===== src/rtl/ntt_cmd_sched_if.sv =====
// ntt_cmd_sched_if: host command, engine issue and completion signals of ntt_cmd_sched.
// wdog_trip exists only when NTT_SCHED_WDOG_EN is defined.
interface ntt_cmd_sched_if #(
   parameter int TAG_W   = 8,
   parameter int FIFO_AW = 3
);
   logic               in_valid;
   logic               in_ready;
   logic [7:0]         in_opcode;
   logic [3:0]         in_slot;
   logic [47:0]        in_dma_addr;
   logic [TAG_W-1:0]   in_tag;
   logic               flush;
   logic               eng_cmd_valid;
   logic [7:0]         eng_cmd_opcode;
   logic [3:0]         eng_cmd_slot;
   logic [47:0]        eng_cmd_dma_addr;
   logic               eng_ready;
   logic               done_valid;
   logic [TAG_W-1:0]   done_tag;
   logic               done_err;
   logic               busy;
   logic [FIFO_AW:0]   fifo_count;
`ifdef NTT_SCHED_WDOG_EN
   logic               wdog_trip;
`endif
   modport master (
      output in_valid, in_opcode, in_slot, in_dma_addr, in_tag, flush, eng_ready,
      input  in_ready, eng_cmd_valid, eng_cmd_opcode, eng_cmd_slot, eng_cmd_dma_addr,
             done_valid, done_tag, done_err, busy, fifo_count
`ifdef NTT_SCHED_WDOG_EN
             , wdog_trip
`endif
   );
   modport slave (
      input  in_valid, in_opcode, in_slot, in_dma_addr, in_tag, flush, eng_ready,
      output in_ready, eng_cmd_valid, eng_cmd_opcode, eng_cmd_slot, eng_cmd_dma_addr,
             done_valid, done_tag, done_err, busy, fifo_count
`ifdef NTT_SCHED_WDOG_EN
             , wdog_trip
`endif
   );
endinterface


===== src/rtl/ntt_cmd_sched.sv =====
// ntt_cmd_sched: command FIFO and one-at-a-time issue sequencer for the NTT engine.
// Optional completion watchdog enabled by defining NTT_SCHED_WDOG_EN.
module ntt_cmd_sched #(
   parameter int FIFO_DEPTH  = 8,
   parameter int FIFO_AW     = 3,
   parameter int TAG_W       = 8
`ifdef NTT_SCHED_WDOG_EN
   , parameter int WDOG_CYCLES = 65536
`endif
) (
   input logic            clk,
   input logic            rst,
   ntt_cmd_sched_if.slave io
);
   typedef enum logic [1:0] {S_IDLE, S_ISSUE, S_WAIT_ACK, S_WAIT_DONE} state_t;
   localparam int EW = 60 + TAG_W;
   logic [EW-1:0]      mem_q [FIFO_DEPTH];
   logic [EW-1:0]      head;
   logic [FIFO_AW-1:0] wr_q, wr_d, rd_q, rd_d;
   logic [FIFO_AW:0]   cnt_q, cnt_d;
   state_t             st_q, st_d;
   logic               vld_q, vld_d, dv_q, dv_d, derr_q, derr_d;
   logic [7:0]         op_q, op_d;
   logic [3:0]         slot_q, slot_d;
   logic [47:0]        addr_q, addr_d;
   logic [TAG_W-1:0]   tag_q, tag_d, dtag_q, dtag_d;
   logic               push, pop, legal;
`ifdef NTT_SCHED_WDOG_EN
   localparam int WW = $clog2(WDOG_CYCLES) + 1;
   logic [WW-1:0]      wd_q, wd_d;
   logic               trip_q, trip_d;
   assign io.wdog_trip = trip_q;
`endif
   assign head  = mem_q[rd_q];
   assign legal = head[EW-1 -: 8] inside {8'h02, 8'h03, 8'h04, 8'h10, 8'h11, 8'h20, 8'h21, 8'h22};
   // in_ready looks only at the registered count, so a full FIFO refuses a push even during a pop
   assign io.in_ready = ~rst & (cnt_q < (FIFO_AW+1)'(FIFO_DEPTH)) & ~io.flush;
   assign push = io.in_valid & io.in_ready;
   assign pop  = (st_q == S_IDLE) & (cnt_q != '0) & io.eng_ready & ~io.flush;
   assign io.eng_cmd_valid    = vld_q;
   assign io.eng_cmd_opcode   = op_q;
   assign io.eng_cmd_slot     = slot_q;
   assign io.eng_cmd_dma_addr = addr_q;
   assign io.done_valid       = dv_q;
   assign io.done_tag         = dtag_q;
   assign io.done_err         = derr_q;
   assign io.fifo_count       = cnt_q;
   assign io.busy             = (st_q != S_IDLE) | (cnt_q != '0);
   always_ff @(posedge clk)
      if (push) mem_q[wr_q] <= {io.in_opcode, io.in_slot, io.in_dma_addr, io.in_tag};
   always_comb begin
      wr_d   = io.flush ? '0 : wr_q + FIFO_AW'(push);
      rd_d   = io.flush ? '0 : rd_q + FIFO_AW'(pop);
      cnt_d  = io.flush ? '0 : cnt_q + (FIFO_AW+1)'(push) - (FIFO_AW+1)'(pop);
      st_d   = st_q;
      vld_d  = 1'b0;
      dv_d   = 1'b0;
      derr_d = 1'b0;
      dtag_d = dtag_q;
      op_d   = op_q;
      slot_d = slot_q;
      addr_d = addr_q;
      tag_d  = tag_q;
`ifdef NTT_SCHED_WDOG_EN
      trip_d = trip_q;
`endif
      case (st_q)
         S_IDLE:
            if (pop && legal) begin
               st_d   = S_ISSUE;
               vld_d  = 1'b1;
               op_d   = head[EW-1 -: 8];
               slot_d = head[EW-9 -: 4];
               addr_d = head[EW-13 -: 48];
               tag_d  = head[TAG_W-1:0];
            end else if (pop) begin
               dv_d   = 1'b1;
               derr_d = 1'b1;
               dtag_d = head[TAG_W-1:0];
            end
         S_ISSUE: st_d = S_WAIT_ACK;
         S_WAIT_ACK:
            if (!io.eng_ready) st_d = S_WAIT_DONE;
`ifdef NTT_SCHED_WDOG_EN
            else if (wd_q == WW'(4)) begin
               st_d   = S_IDLE;
               dv_d   = 1'b1;
               derr_d = 1'b1;
               dtag_d = tag_q;
               trip_d = 1'b1;
            end
`endif
         S_WAIT_DONE:
            if (io.eng_ready) begin
               st_d   = S_IDLE;
               dv_d   = 1'b1;
               dtag_d = tag_q;
            end
`ifdef NTT_SCHED_WDOG_EN
            else if (wd_q == WW'(WDOG_CYCLES - 1)) begin
               st_d   = S_IDLE;
               dv_d   = 1'b1;
               derr_d = 1'b1;
               dtag_d = tag_q;
               trip_d = 1'b1;
            end
`endif
         default: st_d = S_IDLE;
      endcase
`ifdef NTT_SCHED_WDOG_EN
      wd_d = (st_d != st_q) ? '0 : wd_q + WW'(1);
`endif
   end
   always_ff @(posedge clk or posedge rst)
      if (rst) begin
         wr_q   <= '0;
         rd_q   <= '0;
         cnt_q  <= '0;
         st_q   <= S_IDLE;
         vld_q  <= 1'b0;
         dv_q   <= 1'b0;
         derr_q <= 1'b0;
         dtag_q <= '0;
         op_q   <= '0;
         slot_q <= '0;
         addr_q <= '0;
         tag_q  <= '0;
`ifdef NTT_SCHED_WDOG_EN
         wd_q   <= '0;
         trip_q <= 1'b0;
`endif
      end else begin
         wr_q   <= wr_d;
         rd_q   <= rd_d;
         cnt_q  <= cnt_d;
         st_q   <= st_d;
         vld_q  <= vld_d;
         dv_q   <= dv_d;
         derr_q <= derr_d;
         dtag_q <= dtag_d;
         op_q   <= op_d;
         slot_q <= slot_d;
         addr_q <= addr_d;
         tag_q  <= tag_d;
`ifdef NTT_SCHED_WDOG_EN
         wd_q   <= wd_d;
         trip_q <= trip_d;
`endif
      end
endmodule


===== src/flat_wrapper.sv =====
// flat-port wrapper written by rule: the top's interface ports become plain ports
module ntt_cmd_sched_flat 
#(
   parameter int FIFO_DEPTH  = 8,
   parameter int FIFO_AW     = 3,
   parameter int TAG_W       = 8

)
  (clk, rst, io_in_valid, io_in_opcode, io_in_slot, io_in_dma_addr, io_in_tag, io_flush, io_eng_ready, io_in_ready, io_eng_cmd_valid, io_eng_cmd_opcode, io_eng_cmd_slot, io_eng_cmd_dma_addr, io_done_valid, io_done_tag, io_done_err, io_busy, io_fifo_count);
  ntt_cmd_sched_if #(.TAG_W(TAG_W), .FIFO_AW(FIFO_AW)) io_i ();
  input logic clk;
  input logic rst;
  input wire logic [$bits(io_i.in_valid)-1:0] io_in_valid;
  input wire logic [$bits(io_i.in_opcode)-1:0] io_in_opcode;
  input wire logic [$bits(io_i.in_slot)-1:0] io_in_slot;
  input wire logic [$bits(io_i.in_dma_addr)-1:0] io_in_dma_addr;
  input wire logic [$bits(io_i.in_tag)-1:0] io_in_tag;
  input wire logic [$bits(io_i.flush)-1:0] io_flush;
  input wire logic [$bits(io_i.eng_ready)-1:0] io_eng_ready;
  output wire logic [$bits(io_i.in_ready)-1:0] io_in_ready;
  output wire logic [$bits(io_i.eng_cmd_valid)-1:0] io_eng_cmd_valid;
  output wire logic [$bits(io_i.eng_cmd_opcode)-1:0] io_eng_cmd_opcode;
  output wire logic [$bits(io_i.eng_cmd_slot)-1:0] io_eng_cmd_slot;
  output wire logic [$bits(io_i.eng_cmd_dma_addr)-1:0] io_eng_cmd_dma_addr;
  output wire logic [$bits(io_i.done_valid)-1:0] io_done_valid;
  output wire logic [$bits(io_i.done_tag)-1:0] io_done_tag;
  output wire logic [$bits(io_i.done_err)-1:0] io_done_err;
  output wire logic [$bits(io_i.busy)-1:0] io_busy;
  output wire logic [$bits(io_i.fifo_count)-1:0] io_fifo_count;
  assign io_i.in_valid = io_in_valid;
  assign io_i.in_opcode = io_in_opcode;
  assign io_i.in_slot = io_in_slot;
  assign io_i.in_dma_addr = io_in_dma_addr;
  assign io_i.in_tag = io_in_tag;
  assign io_i.flush = io_flush;
  assign io_i.eng_ready = io_eng_ready;
  assign io_in_ready = io_i.in_ready;
  assign io_eng_cmd_valid = io_i.eng_cmd_valid;
  assign io_eng_cmd_opcode = io_i.eng_cmd_opcode;
  assign io_eng_cmd_slot = io_i.eng_cmd_slot;
  assign io_eng_cmd_dma_addr = io_i.eng_cmd_dma_addr;
  assign io_done_valid = io_i.done_valid;
  assign io_done_tag = io_i.done_tag;
  assign io_done_err = io_i.done_err;
  assign io_busy = io_i.busy;
  assign io_fifo_count = io_i.fifo_count;
  ntt_cmd_sched #(.FIFO_DEPTH(FIFO_DEPTH), .FIFO_AW(FIFO_AW), .TAG_W(TAG_W)) u_core (.clk(clk), .rst(rst), .io(io_i));
endmodule

===== config.mk =====
export PLATFORM = sky130hd
export DESIGN_NAME = ntt_cmd_sched_flat
export DESIGN_NICKNAME = d
export VERILOG_FILES = /design/src/rtl/ntt_cmd_sched_if.sv /design/src/rtl/ntt_cmd_sched.sv /design/src/flat_wrapper.sv
export SDC_FILE = /design/constraint.sdc
export NUM_CORES = 1
export LEC_CHECK = 0
export BUFFER_PORTS_ARGS = -buffer_cell sky130_fd_sc_hd__buf_2
export CAP_MARGIN = 20
export CORE_MARGIN = 1
export CORE_UTILIZATION = 43
export CTS_CLUSTER_DIAMETER = 120
export DETAILED_ROUTE_END_ITERATION = 6
export GPL_TIMING_DRIVEN = 0
export PLACE_DENSITY = 0.64
export SKIP_LAST_GASP = 1
export SYNTH_ARGS = -nofsm -noshare
export SYNTH_HDL_FRONTEND = slang
export SYNTH_SLANG_ARGS = --single-unit

===== constraint.sdc =====
create_clock -name clk -period 8.43 [get_ports clk]
set_clock_uncertainty 0.1 [all_clocks]
set_input_delay 1.686 -clock clk [delete_from_list [all_inputs] [get_ports clk]]
set_output_delay 1.686 -clock clk [all_outputs]
set_load 0.02 [all_outputs]

After elaboration in Yosys (flattened, before gate mapping). Memories as Yosys holds them, arrays and structs flattened. Index checks and enable logic that the tools add are counted.

Memories: 1. Flip-flop bits (word level): 91. Word-level logic and storage cells: 72. Memory bits (writable): 544. Output and inout port bits: 77. Input bits: 73.

Order comparisons: 1. $add $sub $neg: 4. Bitwise gates (word level): 9. Muxes and demuxes: 20. Reduce and logical (&&, ||, !) cells: 9. Equal/unequal tests: 16.

Memory list: u_core.mem_q (words 8, width 68, read ports 1, clocked after memory_dff 0, write ports 1, line ntt_cmd_sched.sv:17) `logic [EW-1:0] mem_q [FIFO_DEPTH];`.

Operators with widths (count): equality test 8 x 6 -> 1 bit (second input constant) (3); 2-to-1 mux 8 bit (3); equality test 8 x 2 -> 1 bit (second input constant) (2); equality test 8 x 5 -> 1 bit (second input constant) (2); one-hot mux 8 bit (2 select lines) (1); equality test 8 x 3 -> 1 bit (second input constant) (1); 2-to-1 mux 1 bit (8); inequality test 2 bit (second input constant) (4); one-hot mux 2 bit (4 select lines) (1); nonzero test 8 bit (1); adder 3 x 1 -> 3 bit (2); bitwise AND 1 bit (6); 2-to-1 mux 2 bit (3); 2-to-1 mux 3 bit (2); adder 4 x 1 -> 4 bit (1); equality test 2 bit (second input constant) (2); < comparator 4 bit (second input constant) (1); 2-to-1 mux 4 bit (1); AND reduction 4 bit (1); nonzero test 2 bit (2); nonzero test 4 bit (1); subtractor 4 x 1 -> 4 bit (1); AND reduction 3 bit (1); equality test 2 x 1 -> 1 bit (second input constant) (1); 7 further kinds (8).

Logic depth before layout (Yosys ltp). Gate-level depths: netlist (run 1).

Depth in word-level cells: 7. Gate-level depth with buffers: 12.

Worst setup path after synthesis (run 1). OpenSTA, ideal clock, no wires.

Path kind: input -> register. Start point: input port io_flush. End point: memory u_core.mem_q[0][0] (netlist name), enable pin. Arrival time: 7234 ps. Path buffers: 0. Stages on the path: 4. Setup slack: 519 ps. Library setup time: 578 ps. Path through: nor3_1 and2_1 nand2b_1 nor3_1.

Cells in the longest elaborated chain, start to end: 5.

RTL lines: from (decl) (line flat_wrapper.sv:18) `input wire logic [$bits(io_i.flush)-1:0] io_flush;`; NOT 1 bit (line ntt_cmd_sched.sv:37) `assign io.in_ready = ~rst & (cnt_q < (FIFO_AW+1)'(FIFO_DEPTH)) & ~io.flush;`; bitwise AND 1 bit (line ntt_cmd_sched.sv:37); bitwise AND 1 bit (line ntt_cmd_sched.sv:38) `assign push = io.in_valid & io.in_ready;`; 2-to-1 mux 1 bit (line ntt_cmd_sched.sv:50) `if (push) mem_q[wr_q] <= {io.in_opcode, io.in_slot, io.in_dma_addr, io.in_tag};`; 2-to-1 mux 1 bit (not written as such) (line ntt_cmd_sched.sv:50); to (decl) (line ntt_cmd_sched.sv:17).

Every way passes these cells.

Final worst setup path (run 1).
Start point: input port rst. End point: output port io_in_ready.

Cells in the longest elaborated chain, start to end: 3.

RTL lines: from (decl) (line flat_wrapper.sv:12) `input logic rst;`; NOT 1 bit (line ntt_cmd_sched.sv:37); bitwise AND 1 bit (2 in series) (line ntt_cmd_sched.sv:37); to (decl) (line flat_wrapper.sv:20) `output wire logic [$bits(io_i.in_ready)-1:0] io_in_ready;`.

Every way passes these cells.

==> results of run 1 <==
[where the power goes]
| group | switching [mW] | total, mW | internal, mW |
|---|---|---|---|
| Combinational | 0.307 | 0.525 | 0.218 |
| Sequential | 0.0397 | 3.52 | 3.48 |
| Clock | 1.17 | 2.75 | 1.58 |
| Total | 1.51 | 6.80 | 5.28 |
[cell usage in the layout (no fill, tap or decap), types with 3 or more instances in the layout]
cell type     n
edfxtp_1    544
buf_2       166
mux4_2      133
dfrtp_1      91
nand2_1      77
o21ai_0      68
mux2i_1      65
clkbuf_16    61
clkbuf_1     41
buf_6        20
inv_1        18
nor2_1       16
a21oi_1      15
ha_1         13
o21ai_1      12
buf_12       12
buf_4        10
clkinv_2     10
clkinv_1      8
clkinvlp_4    8
nor3_1        7
nor2b_1       7
a22o_1        7
a22oi_1       7
clkbuf_8      7
nor2_4        6
bufinv_16     6
diode_2       5
and2_1        5
buf_16        5
xnor2_1       4
mux2_2        3
nand2b_1      3
inv_6         3
[per-layer routing]
layer / global-route usage / part of all wire
met1: 0.249 / 0.42
met2: 0.318 / 0.50
met3: 0.0427 / 0.057
met4: 0.0456 / 0.021
met5: 0 / 0.0015
[registers in the layout, summed over array words and instances, names as in the netlist, 2 cells and up]
name	cells
u_core.mem_q	544
u_core.io.eng_cmd_dma_addr	48
u_core.io.done_tag	8
u_core.io.eng_cmd_opcode	8
u_core.tag_q	8
u_core.io.eng_cmd_slot	4
u_core.io.fifo_count	4
u_core.rd_q	3
u_core.wr_q	3
u_core.st_q	2
[cells by family after synthesis]
group	count (synthesis)	share of synthesized area
simple gates	128	0.0225
compound gates	119	0.0296
flops	635	0.770
xor+xnor	4	0.00145
mux	203	0.153
fa+ha+maj	14	0.00756
buf+inv	78	0.0156
[final cells by class]
| cell class | instances | area share |
|---|---|---|
| Sequential cell | 635 | 0.653 |
| Multi-Input combinational cell | 468 | 0.184 |
| Buffer | 59 | 0.0107 |
| Clock inverter | 35 | 0.0125 |
| Clock buffer | 81 | 0.0586 |
| Timing Repair Buffer | 183 | 0.0460 |
| Antenna cell | 5 | 0.000439 |
| Inverter | 19 | 0.00268 |
| Tap cell | 748 | 0.0328 |
[path summary, 6_finish.rpt]
path | start | end | slack [ps]
max | rst | io_in_ready | 4400
min | u_core.io.eng_cmd_dma_addr[29] | u_core.io.eng_cmd_dma_addr[29] | 370
max reg2reg | u_core.rd_q[0] | u_core.io.eng_cmd_dma_addr[35] | 5050
min reg2reg | u_core.io.eng_cmd_dma_addr[29] | u_core.io.eng_cmd_dma_addr[29] | 370
max in group asynchronous | rst | u_core.io.eng_cmd_dma_addr[35] | 6550
min in group asynchronous | rst | u_core.io.fifo_count[3] | 960
[critical path, stage by stage]
cell	delay, ps
buf_2	130
nor3_1	220
buf_2	210
[metrics by stage]
stage          total power, mW  cell area, um^2
4_1_cts                   6.86            28500
3_5_place_dp              4.12            26500
3_3_place_gp              4.10            25900
2_1_floorplan             3.93            24200
6_report                  6.80            28500
5_1_grt                   7.03            28500
==> key figures, run 1 <==
Synth
  – Post-synthesis instance total: around 1200
  – Sequential-to-total area share from yosys stat: 0.770
  – Top-area cell type share of the netlist area: 0.676
  – Syn Nets: approximately 1300
  – Post-synth EDFFs: about 540
  – Largest area contributor in the netlist: edfxtp_1
  – Synth Flop Type: edfxtp_1
  – Synth Register Bits: 635
  – Yosys Warn Count: 0
  – Cell variety after synth: 40
  – Commonest cells in the netlist: edfxtp_1, mux4_2, dfrtp_1
  – Top cells by area, synth: edfxtp_1, mux4_2, dfrtp_1
  – Post-Synthesis Cell Area: around 24000 um^2
  – Count leader, synth: edfxtp_1
  – Mean Syn Cell Area: approximately 20 um^2
  – Ys async rst share: 0.143

Pwr
  – P_leak: 9.66 nW
  – Pwr dens: about 240 nW/um^2
  – Maximum VDD drop: 0.174 mV

Clock tree
  – Post-CTS setup buffers: 0
  – Clock root cell: clkbuf_16
  – Clk slew on worst S/H paths: ~60 ps
  – CTS Buf Count: 61
  – Clock H-tree levels: 2
  – Post-CTS resize count: 0
  – Clock sink count: 635
  – CTS Buffer Depth: 3
  – Clock latency on the worst-skew pair: around 630 ps
  – Hold-fix buffers, CTS: 0
  – CTS tree: built

Detailed routing
  – First-pass detailed-route iteration total: 5
  – Drt drc: 0
  – First DRT Iteration DRCs: 904
  – WL final: about 53000 um
  – DRT antenna net count: 0
  – Routed via count: ~12000
  – Vias/cell: ~5.3
  – Routed length per instance: ~24 um

Hold path
  – Hold Crit Class: reg2reg
  – Hold Path Stages: 2

GRT
  – Vias in the first global route: 12440
  – Global-route wire length before repair: 78700 um
  – Grt ovf: 0
  – Global-route usage over all layers: 0.189
  – Largest net degree at the start of global routing: 60
  – Initial antenna violation count: 11

Setup path
  – Critical path launch point type: primary input
  – Endpoint class of the critical path: primary output
  – WP data arrival: between 2000 and 2500 ps
  – WS Path Type: in2out
  – Critical path peak fanout: 2
  – R2R cell count: 8
  – WP data required: approximately 6600 ps

Finish
  – Core Util, Final: 0.516
  – Fraction of layout cells with a size suffix above 1: 0.309
  – Fillers: about 4500
  – Synth-to-Final Area Change: 18.0%
  – Nets: 1514
  – Area of the multi-input gates: around 5200 um^2
  – Final Non-Filler Cells: between 2000 and 2500
  – Storage cell area: about 19000 um^2

STA
  – Final worst slack: between 4000 and 5000 ps
  – Tightest Pin Transition: 1070 ps
  – Hold WS: about 370 ps
  – Max Transition Viols Final: 0
  – Final setup violation count: 0
  – Setup TNS: 0 ps
  – Final Hold Vio Count: 0
  – Worst relative slew slack: 0.284
  – RSZ-0062 raised after global routing: no
  – Fmax: 248 MHz
  – Min cycle time layout: about 4000 ps
  – Tcrit/Tclk final: 0.478

Status
  – Status: finished clean

Placement
  – Routability Congestion: about 0.71
  – DP Worst Slack: 3920 ps
  – Post-DP HPWL: ~34000 um
  – Post-Place Cells: between 2000 and 2500
  – Buffers on Ports: roughly 150

Floorplan
  – Ports: 150
  – Core Area: ~55000 um^2
  – Initial Util: 0.437
  – Cell Rows: 86
  – Die Height: between 200 and 250 um
  – Die area: roughly 57000 um^2
  – Die W: 239 um

Run
  – Max-Cap Viols: 0
Power figures use the tool's default switching activity.
==> run 2: changes to the inputs <==
--- a/config.mk
+++ b/config.mk
@@ -5,6 +5,7 @@
 export SDC_FILE = /design/constraint.sdc
 export NUM_CORES = 1
 export LEC_CHECK = 0
+export ABC_AREA = 1
 export BUFFER_PORTS_ARGS = -buffer_cell sky130_fd_sc_hd__buf_2
 export CAP_MARGIN = 20
 export CORE_MARGIN = 1
==> constraint.sdc (replaced) <==
create_clock -name clk -period 4 [get_ports clk]
set_clock_uncertainty 0.1 [all_clocks]
set_input_delay 0.8 -clock clk [delete_from_list [all_inputs] [get_ports clk]]
set_output_delay 0.8 -clock clk [all_outputs]
set_load 0.02 [all_outputs]
==> run 2 against run 1 <==
Against the previous run: power rose by 130%; routed wire length rose by 23%; first-iteration DRC count up 67%; cell count up 37%; sequential power grew 110%; register-to-register slack lost 4300 ps; synthesized cell count grew 70%; count of clock-buffer cells in the layout increased by 15; hold slack got worse by 96 ps; global-route usage is 3.0 points higher; design area rose by 3.4%; largest power group unchanged.
==> key figures, run 2 <==
Finish
  – Fraction of layout cells with a size suffix above 1: 0.141 (-0.168)
  – Nets: 2340 (+55%)
  – Fillers: 4818 (+7.5%)
  – Top reg by flops: u_core.mem_q
  – Design area: 29500 um^2 (+3.4%)
  – Max FFs per register: 544 (unchanged)
  – Synth-to-Final Area Change: 18.3%
  – Most frequent cells in the layout: edfxtp_1, nand2_1, o21ai_0
  – Core Util, Final: 0.519 (+0.00348)
  – Commonest non-fill, non-tap cell in the layout: edfxtp_1

Synth
  – Largest area contributor in the netlist: edfxtp_1
  – Count leader, synth: edfxtp_1
  – Mean Syn Cell Area: 12.4 um^2 (-39%)
  – Top-area cell type share of the netlist area: 0.655 (-0.0209)
  – Synth Flop Type: edfxtp_1
  – Ys async rst share: 0.143 (unchanged)
  – Post-synth EDFFs: 544 (unchanged)
  – Sequential-to-total area share from yosys stat: 0.746 (-0.0238)
  – Yosys Warn Count: 0 (unchanged)
  – Cell variety after synth: 31 (-23%)
  – Post-synthesis instance total: 2004 (+70%)
  – Top cells by area, synth: edfxtp_1, dfrtp_1, nand2_1
  – Syn Nets: 2091 (+65%)
  – Commonest cells in the netlist: edfxtp_1, nand2_1, o21ai_0
  – Post-Synthesis Cell Area: 24900 um^2 (+3.2%)
  – Synth Register Bits: 635 (unchanged)

Pwr
  – Combinational power share: 0.128 (+0.051)
  – Pwr dens: 525 nW/um^2 (+120%)
  – Tot Pwr: 15.5 mW (+130%)
  – Sequential share of power: 0.488 (-0.030)
  – Pint: 11.5 mW (+120%)
  – P_leak: 11.5 nW (+19%)
  – Net Switching: 3.94 mW (+160%)
  – Clock share of power: 0.384 (-0.021)
  – Maximum VDD drop: 0.387 mV (+120%)
  – Sw frac: 0.254 (+0.0314)

Placement
  – Placed cell area: 27400 um^2 (+3.5%)
  – Buffers on Ports: 149 (unchanged)
  – DP Worst Slack: 421 ps (-3490 ps)
  – Post-DP HPWL: 42200 um (+25%)
  – Routability Congestion: 0.779 (+9.0%)

Detailed routing
  – DRT antenna net count: 0 (unchanged)
  – Routed length per instance: 21.1 um (-11%)
  – Vias/cell: 5.41 (+2.0%)
  – First DRT Iteration DRCs: 1512 (+67%)
  – Drt drc: 0 (unchanged)
  – First-pass detailed-route iteration total: 7 (+2)
  – Routed via count: 16571 (+40%)
  – WL final: 64600 um (+23%)

Setup path
  – WS Path Type: reg2reg
  – Top cell family by delay on the critical path: buffers and inverters
  – WP data arrival: 3670 ps (+1420 ps)
  – CP startpoint: u_core.rd_q[1]
  – Crit-path most repeated cell: nand2_1
  – Cells along the critical path: clkbuf_1, o21ai_0, o22ai_1, nand2_1, nand2_1, nand2_1, nand4_4, inv_4, buf_4, nand2_1, nand2_1
  – Worst Path Buf+Inv: 3 (+1)
  – Critical path peak fanout: 10 (+8)
  – Crit-path slowest cell: clkbuf_1
  – Endpoint class of the critical path: register
  – Critical Path Max Stage Delay: 620 ps (+400 ps)
  – WP data required: 4370 ps (-2270 ps)
  – Critical path launch point type: register
  – R2R Path Start: u_core.rd_q[1]

STA
  – Min cycle time layout: between 3000 and 4000 ps
  – Final Hold Vio Count: 0 (unchanged)
  – Tcrit/Tclk final: 0.825
  – Tightest Pin Transition: 926 ps (-141 ps)
  – RSZ-0062 raised after global routing: no
  – Final setup violation count: 0 (unchanged)
  – Worst relative slew slack: 0.380 (+0.0961)
  – Fmax: 303 MHz
  – Max Transition Viols Final: 0 (unchanged)
  – Hold WS: 278 ps (-95.5 ps)
  – Final worst slack: 701 ps (-3700 ps)

Floorplan
  – Core Area: 56800 um^2 (+2.7%)
  – Die area: 59000 um^2 (+3.2%)
  – Cell Rows: 87 (+1.2%)
  – Die Height: 243 um (+1.6%)
  – Ports: 150 (unchanged)
  – Die W: 243 um (+1.6%)
  – Initial Util: 0.439 (+0.00190)

GRT
  – Global-route usage over all layers: 0.219 (+0.0301)
  – Grt ovf: 0 (unchanged)
  – Global-route wire length before repair: 97500 um (+24%)
  – Vias in the first global route: 16300 (+31%)
  – Initial antenna violation count: 10 (-1)
  – Largest net degree at the start of global routing: 58 (-3.3%)

Clock tree
  – CTS Buffer Depth: 3 (unchanged)
  – Clock sink count: 635 (unchanged)
  – Clock root cell: clkbuf_16
  – Clock latency on the worst-skew pair: 590 ps (-40 ps)
  – Post-CTS setup buffers: 0 (unchanged)
  – CTS Buf Count: 67 (+9.8%)
  – Hold-fix buffers, CTS: 0 (unchanged)
  – Clock H-tree levels: 3 (+1)
  – Clk slew on worst S/H paths: 60 ps (about the same)
  – CTS tree: built
  – Post-CTS resize count: 0 (unchanged)

Hold path
  – Hold Crit Class: in2async

Status
  – Status: finished clean

Run
  – Max-Cap Viols: 0 (unchanged)
==> run 2: routing by layer <==
| metal | GRT usage | wire, um |
|---|---|---|
| met2 | 0.346 | 30300 |
| met1 | 0.303 | 27200 |
| met3 | 0.0452 | 5280 |
| met4 | 0.0712 | 1780 |
| met5 | 0 | 66 |
==> run 2: worst register-to-register path: stages (launching register included) <==
cell and delay [ps]:
dfrtp_1 460, clkbuf_1 620, o21ai_0 230, o22ai_1 240, nand2_1 70, nand2_1 240, nand2_1 160, nand4_4 360
inv_4 210, buf_4 260, nand2_1 170, nand2_1 70
==> run 2: kinds of logic after synthesis <==
logic type / after synthesis / share of synthesized area
compound gates: 393 / 0.0929
fa+ha+maj: 14 / 0.00732
buf+inv: 202 / 0.0338
flops: 635 / 0.746
xor+xnor: 4 / 0.00140
simple gates: 756 / 0.118
==> run 2: final timing paths <==
path                                                  end  slack [ps]  cells past startpoint
min in group clk                    u_core.io.done_tag[4]         360                      2
setup reg to reg           u_core.io.eng_cmd_dma_addr[45]         700                     11
setup / recovery           u_core.io.eng_cmd_dma_addr[45]         700                     11
hold reg to reg                     u_core.io.done_tag[4]         360                      2
max in group asynchronous  u_core.io.eng_cmd_dma_addr[29]        2820                      3
hold / removal                             u_core.wr_q[0]         280                      2
==> run 2: metrics by stage <==
step,instances,setup TNS (ps)
floorplan,2004,-286540
global placement,2909,-1378100
detailed placement,2940,0
CTS,3060,0
global route,3064,0
finish,3065,0
==> run 2: power by group through the flow <==
stage	logic [mW]	registers [mW]	clock network, mW
after global routing	2.21	7.58	6.29
after CTS	1.99	7.55	6.02
final	1.98	7.55	5.95
after global placement	1.91	7.69	0
after floorplan	1.06	7.88	0
after detailed placement	1.98	7.69	0
==> run 2: cell type report <==
cell class	count	area, um^2	share of cell area
well taps	756	946	0.0321
plain buffers	121	534	0.0181
inverters	81	312	0.0106
diodes	5	12.5	0.000424
flip-flops and latches	635	18600	0.631
repair buffers	180	1430	0.0486
multi-input cells	1167	5560	0.188
clock buffers	96	1890	0.0641
clock inverters	24	198	0.00670
